## config.mk

```make
export PLATFORM = sky130hd
export DESIGN_NAME = inst_fetcher
export DESIGN_NICKNAME = d
export VERILOG_FILES = /design/src/rtl/inst_fetcher_pkg.sv /design/src/rtl/inst_fetcher.sv
export SDC_FILE = /design/constraint.sdc
export NUM_CORES = 1
export LEC_CHECK = 0
export ABC_CLOCK_PERIOD_IN_PS = 1850
export BUFFER_PORTS_ARGS = -buffer_cell sky130_fd_sc_hd__buf_2
export CORE_MARGIN = 1.5
export CORE_UTILIZATION = 35
export DETAILED_ROUTE_END_ITERATION = 10
export GPL_TIMING_DRIVEN = 0
export PLACE_DENSITY = 0.65
export SETUP_SLACK_MARGIN = 0.02
export SYNTH_ARGS = -nofsm -noshare
export SYNTH_HDL_FRONTEND = slang
export SYNTH_SLANG_ARGS = --single-unit
```

## constraint.sdc

```tcl
create_clock -name clk_in -period 1.85 [get_ports clk_in]
set_input_delay 0.185 -clock clk_in [delete_from_list [all_inputs] [get_ports clk_in]]
set_output_delay 0.185 -clock clk_in [all_outputs]
set_load 0.02 [all_outputs]
```

## src/rtl/inst_fetcher_pkg.sv

```systemverilog
// Shared fetch-stage types and constants.
// Imported by the fetcher and the decoder.
package inst_fetcher_pkg;

  localparam int          XLEN_DEF     = 32;
  localparam logic [31:0] RESET_PC_DEF = 32'h0000_0000;

  typedef enum logic [1:0] {
    FS_REQ,
    FS_WAIT,
    FS_HAVE,
    FS_STALL
  } fetch_state_e;

  localparam logic [6:0] OPC_JAL    = 7'b1101111;
  localparam logic [6:0] OPC_JALR   = 7'b1100111;
  localparam logic [6:0] OPC_BRANCH = 7'b1100011;

endpackage

```

## src/rtl/inst_fetcher.sv

```systemverilog
// Fetch stage: owns the PC, one outstanding
// imem request, hands words to the decoder.
module inst_fetcher
  import inst_fetcher_pkg::*;
#(
  parameter int              XLEN     = XLEN_DEF,
  parameter logic [XLEN-1:0] RESET_PC = XLEN'(RESET_PC_DEF)
) (
  input  logic            clk_in,
  input  logic            rst_in,
  input  logic            rdy_in,
  output logic            mem_req_valid,
  output logic [XLEN-1:0] mem_req_addr,
  input  logic            mem_req_ready,
  input  logic            mem_resp_valid,
  input  logic [XLEN-1:0] mem_resp_data,
  output logic [XLEN-1:0] inst_out,
  output logic            inst_ready_out,
  output logic [XLEN-1:0] inst_addr_out,
  input  logic [XLEN-1:0] dec_next_pc,
  input  logic            dec_stall,
  input  logic            iq_full,
  input  logic            redirect_valid,
  input  logic [XLEN-1:0] redirect_pc,
  output logic            clear_out
);

  fetch_state_e    state_q, state_d;
  logic [XLEN-1:0] pc_q, pc_d;
  logic [XLEN-1:0] inst_q, inst_d;
  logic [XLEN-1:0] iaddr_q, iaddr_d;
  logic            drop_q, drop_d;
  logic            req_q, req_d;
  logic            req_hs;
  logic            in_flight;

  // Next-state, PC and latch control.
  always_comb begin
    state_d   = state_q;
    pc_d      = pc_q;
    inst_d    = inst_q;
    iaddr_d   = iaddr_q;
    drop_d    = drop_q;
    req_hs    = req_q && mem_req_ready;
    in_flight = 1'b0;
    if (rdy_in) begin
      if (redirect_valid) begin
        pc_d = redirect_pc;
        in_flight =
          (state_q == FS_WAIT && !mem_resp_valid) ||
          (state_q == FS_REQ && req_hs);
        if (in_flight) begin
          state_d = FS_WAIT;
          drop_d  = 1'b1;
        end else begin
          state_d = FS_REQ;
          drop_d  = 1'b0;
        end
      end else begin
        unique case (state_q)
          FS_REQ: begin
            if (req_hs) state_d = FS_WAIT;
          end
          FS_WAIT: begin
            if (mem_resp_valid) begin
              if (drop_q) begin
                drop_d  = 1'b0;
                state_d = FS_REQ;
              end else begin
                inst_d  = mem_resp_data;
                iaddr_d = pc_q;
                state_d = FS_HAVE;
              end
            end
          end
          FS_HAVE: begin
            if (!iq_full) begin
              if (dec_stall) begin
                state_d = FS_STALL;
              end else begin
                pc_d    = dec_next_pc;
                state_d = FS_REQ;
              end
            end
          end
          FS_STALL: begin
            state_d = FS_STALL;
          end
          default: state_d = FS_REQ;
        endcase
      end
    end
    req_d = rdy_in ? (state_d == FS_REQ) : req_q;
  end

  // State and datapath registers.
  always_ff @(posedge clk_in or negedge rst_in) begin
    if (!rst_in) begin
      state_q <= FS_REQ;
      pc_q    <= RESET_PC;
      inst_q  <= '0;
      iaddr_q <= '0;
      drop_q  <= 1'b0;
      req_q   <= 1'b0;
    end else begin
      state_q <= state_d;
      pc_q    <= pc_d;
      inst_q  <= inst_d;
      iaddr_q <= iaddr_d;
      drop_q  <= drop_d;
      req_q   <= req_d;
    end
  end

  assign mem_req_valid  = req_q;
  assign mem_req_addr   = pc_q;
  assign inst_out       = inst_q;
  assign inst_addr_out  = iaddr_q;
  assign inst_ready_out = (state_q == FS_HAVE);
  assign clear_out      = redirect_valid;

endmodule

```

==> impl_metrics.json <==
{
  "dp.cells": 673,
  "clkSlewWorstSetupHoldPaths_ns": 0.06,
  "syn_area_mm2": 0.00434,
  "crit_type": "reg2reg",
  "seq_power_share": 0.390,
  "power_switching_w": 0.00310,
  "finalSetupViolations": 0,
  "reg2reg_depth": 4,
  "p_sw_frac": 0.344,
  "root_buffer": "clkbuf_16",
  "wl_um": 9980,
  "core_mm2": 0.0121,
  "cts.sinks": 100,
  "port_buffers": 202,
  "ys_types": 27,
  "final_cell_area_mm2": 0.00593,
  "power_frac_comb": 0.388,
  "r2r_end": "mem_req_addr[18]$_DFFE_PN0P_",
  "drt-initial-drc-count": 86,
  "ios": 203,
  "layoutNonFillerInstCount": 691,
  "syn_area_per_cell_um2": 14.4,
  "grt-ovfl-total": 0,
  "finalNetCount": 621,
  "remaining_drc_errors": 0,
  "slew_headroom": 0.614,
  "grt_pass1_wl_um": 15800,
  "yosys_warnings": 0,
  "synth-seq-area-share": 0.577,
  "end_kind": "flop",
  "nFillCells": 1075,
  "antenna_found_initial": 1,
  "numCtsBuffers": 9,
  "hold_path_end": "inst_out[0]$_DFFE_PN0P_",
  "final_cell_mix": "buf_2, dfrtp_1, mux2_4, nand2_1, o21ai_0",
  "layout.area.seq_mm2": 0.00250,
  "post_cts_buffers": 0,
  "drive_above_1_share": 0.577,
  "vias_per_cell": 4.53,
  "place_congestion": 0.802,
  "hold_depth": 2,
  "hpwl_um": 7490,
  "rsz0062_at_grt": "false",
  "start_kind": "flop",
  "dr.pass1.iters": 4,
  "yosysTopAreaCellShare": 0.577,
  "cts_tree": "yes",
  "row_count": 40,
  "cellPowerDensity_mw_per_mm2": 1520,
  "hold_viol_final": 0,
  "max_freq_mhz": 604,
  "period_minus_slack_ns": 1.66,
  "synth_top_cell_by_area": "dfrtp_1",
  "crit_path_max_incr_delay_ns": 0.45,
  "initial_utilization": 0.360,
  "dpl_worst_slack_ns": -0.148,
  "skew_ns": 0.00467,
  "clk_path_buf_depth": 2,
  "r2r-start": "state_q[1]$_DFF_PN0_",
  "path_max_fanout": 10,
  "clock_power_share": 0.222,
  "irDropWorstVdd_mv": 0.568,
  "final.period_utilization": 0.895,
  "die_h_um": 114,
  "area_growth_pct": 36.7,
  "power_w": 0.00900,
  "cp.required_ns": 2.05,
  "min_from": "mem_resp_data[0]",
  "multiInputGateArea_mm2": 0.00171,
  "cp_cell_sequence": "nor4b_1 -> o21ai_2 -> clkbuf_1 -> o21ai_0",
  "netlist_instances": 302,
  "mostFrequentLayoutCell": "buf_2",
  "num_vias": 3127,
  "synthTopCellsByArea": "dfrtp_1, mux2_4, mux2i_1",
  "worst_pin_slew_ns": 0.579,
  "slowest_stage": "dfrtp_1",
  "cts_max_level": 3,
  "grt_max_degree": 58,
  "rrSetupSlack_ns": 0.19,
  "wire_per_inst_um": 14.4,
  "die_w_um": 114,
  "p_int_w": 0.00590,
  "ant_nets": 0,
  "postPlaceCellArea_mm2": 0.00559,
  "grt_pass1_vias": 3163,
  "dieArea_mm2": 0.0131,
  "leakage_nw": 3.29,
  "clk_latency_ns": 0.34,
  "outcome": "finished clean",
  "grtUsageTotal": 0.157,
  "layout_setup_ws_ns": 0.194,
  "crit_arrival_ns": 1.86,
  "drv_cap": 0,
  "slew_viol_final": 0,
  "synth_nets": 406,
  "hold_path_class": "in2reg",
  "synth-seq-cells": 100,
  "fin_hold_ws_ns": 0.0749
}
repair_timing:
item / CTS / global route
hold buffers: 1 / 0
hold endpoints to repair: 43 / 0
resized for setup: 1 / 10
setup endpoints to repair: 32 / 19
synth_stat cells:
cell type / n
nor3_2: 1
o21ai_0: 34
buf_6: 6
dfrtp_1: 100
nor4b_1: 1
o211ai_1: 1
nand3b_1: 1
mux2_4: 60
mux2i_1: 33
inv_2: 1
buf_4: 1
nand3_4: 1
nand2_1: 34
o21ai_1: 1
a21oi_1: 1
o2bb2ai_1: 1
a21boi_0: 1
mux2_2: 4
nand3_1: 1
o21a_1: 1
buf_2: 4
o22ai_1: 1
nor2b_1: 3
inv_1: 2
clkbuf_1: 6
a221o_1: 1
a31oi_1: 1
cells by family (layout without fill, tap and decap cells):
kind of cell,Yosys count,count (layout),synth area share
and+or+nand+nor,42,42,0.0450
AOI/OAI and AO/OA,43,43,0.0540
other,0,1,0
DFF,100,100,0.577
buffers and inverters,20,240,0.0297
muxes,97,97,0.294
critical path: cells and delay by family, from the launching register on:
kind            cells  cell delay [ns]
compound gates      2             0.53
flops               1             0.45
buf+inv             1             0.36
simple gates        1             0.18
per-layer routing:
metal / wire length (um) / up-vias / GRT usage
li1: - / 1495 / -
met1: 4510 / 1486 / 0.198
met5: 0 / - / 0
met3: 687 / 18 / 0.0492
met2: 4610 / 128 / 0.257
met4: 182 / 0 / 0.0542
per-stage QoR:
stage / utilization / TNS [ns]
6_report: 0.492 / 0
5_1_grt: 0.491 / 0
4_1_cts: 0.491 / 0
3_5_place_dp: 0.463 / -2.71
3_3_place_gp: 0.461 / -40.66
2_1_floorplan: - / 0
registers in the layout, indices dropped and copies added (netlist names):
register and cells:
drop_q 1, inst_addr_out 32, inst_out 32, mem_req_addr 32, mem_req_valid 1, state_q 2
power by group through the flow:
stage	logic (W)	clock network, W	registers, W
3_5_place_dp	0.00352	0	0.00355
4_1_cts	0.00354	0.00206	0.00352
5_1_grt	0.00373	0.00216	0.00363
6_report	0.00349	0.00199	0.00351
2_1_floorplan	0.00126	0	0.00454
3_3_place_gp	0.00349	0	0.00350
worst max-delay path by stage:
stage                     slack, ns                             to  cells after the start                  from
after detailed placement      -0.15   mem_req_addr[31]$_DFFE_PN0P_                      4  state_q[1]$_DFF_PN0_
after floorplan                0.43  inst_addr_out[10]$_DFFE_PN0P_                      4  state_q[1]$_DFF_PN0_
after global routing           0.04   mem_req_addr[22]$_DFFE_PN0P_                      4  state_q[1]$_DFF_PN0_
after CTS                      0.05   mem_req_addr[31]$_DFFE_PN0P_                      4  state_q[1]$_DFF_PN0_
after global placement        -0.40    mem_req_addr[6]$_DFFE_PN0P_                      1                rst_in
final                          0.19   mem_req_addr[18]$_DFFE_PN0P_                      4  state_q[1]$_DFF_PN0_
area by class of cell:
type | instances | area share
clock buffer | 12 | 0.0416
buffer | 17 | 0.0209
clock inverter | 4 | 0.0122
sequential | 100 | 0.422
timing repair buffer | 204 | 0.177
multi-input combinational | 182 | 0.288
inverter | 3 | 0.00190
antenna | 1 | 0.000422
tap | 168 | 0.0355
No activity file was read; power rests on OpenSTA's default activity.
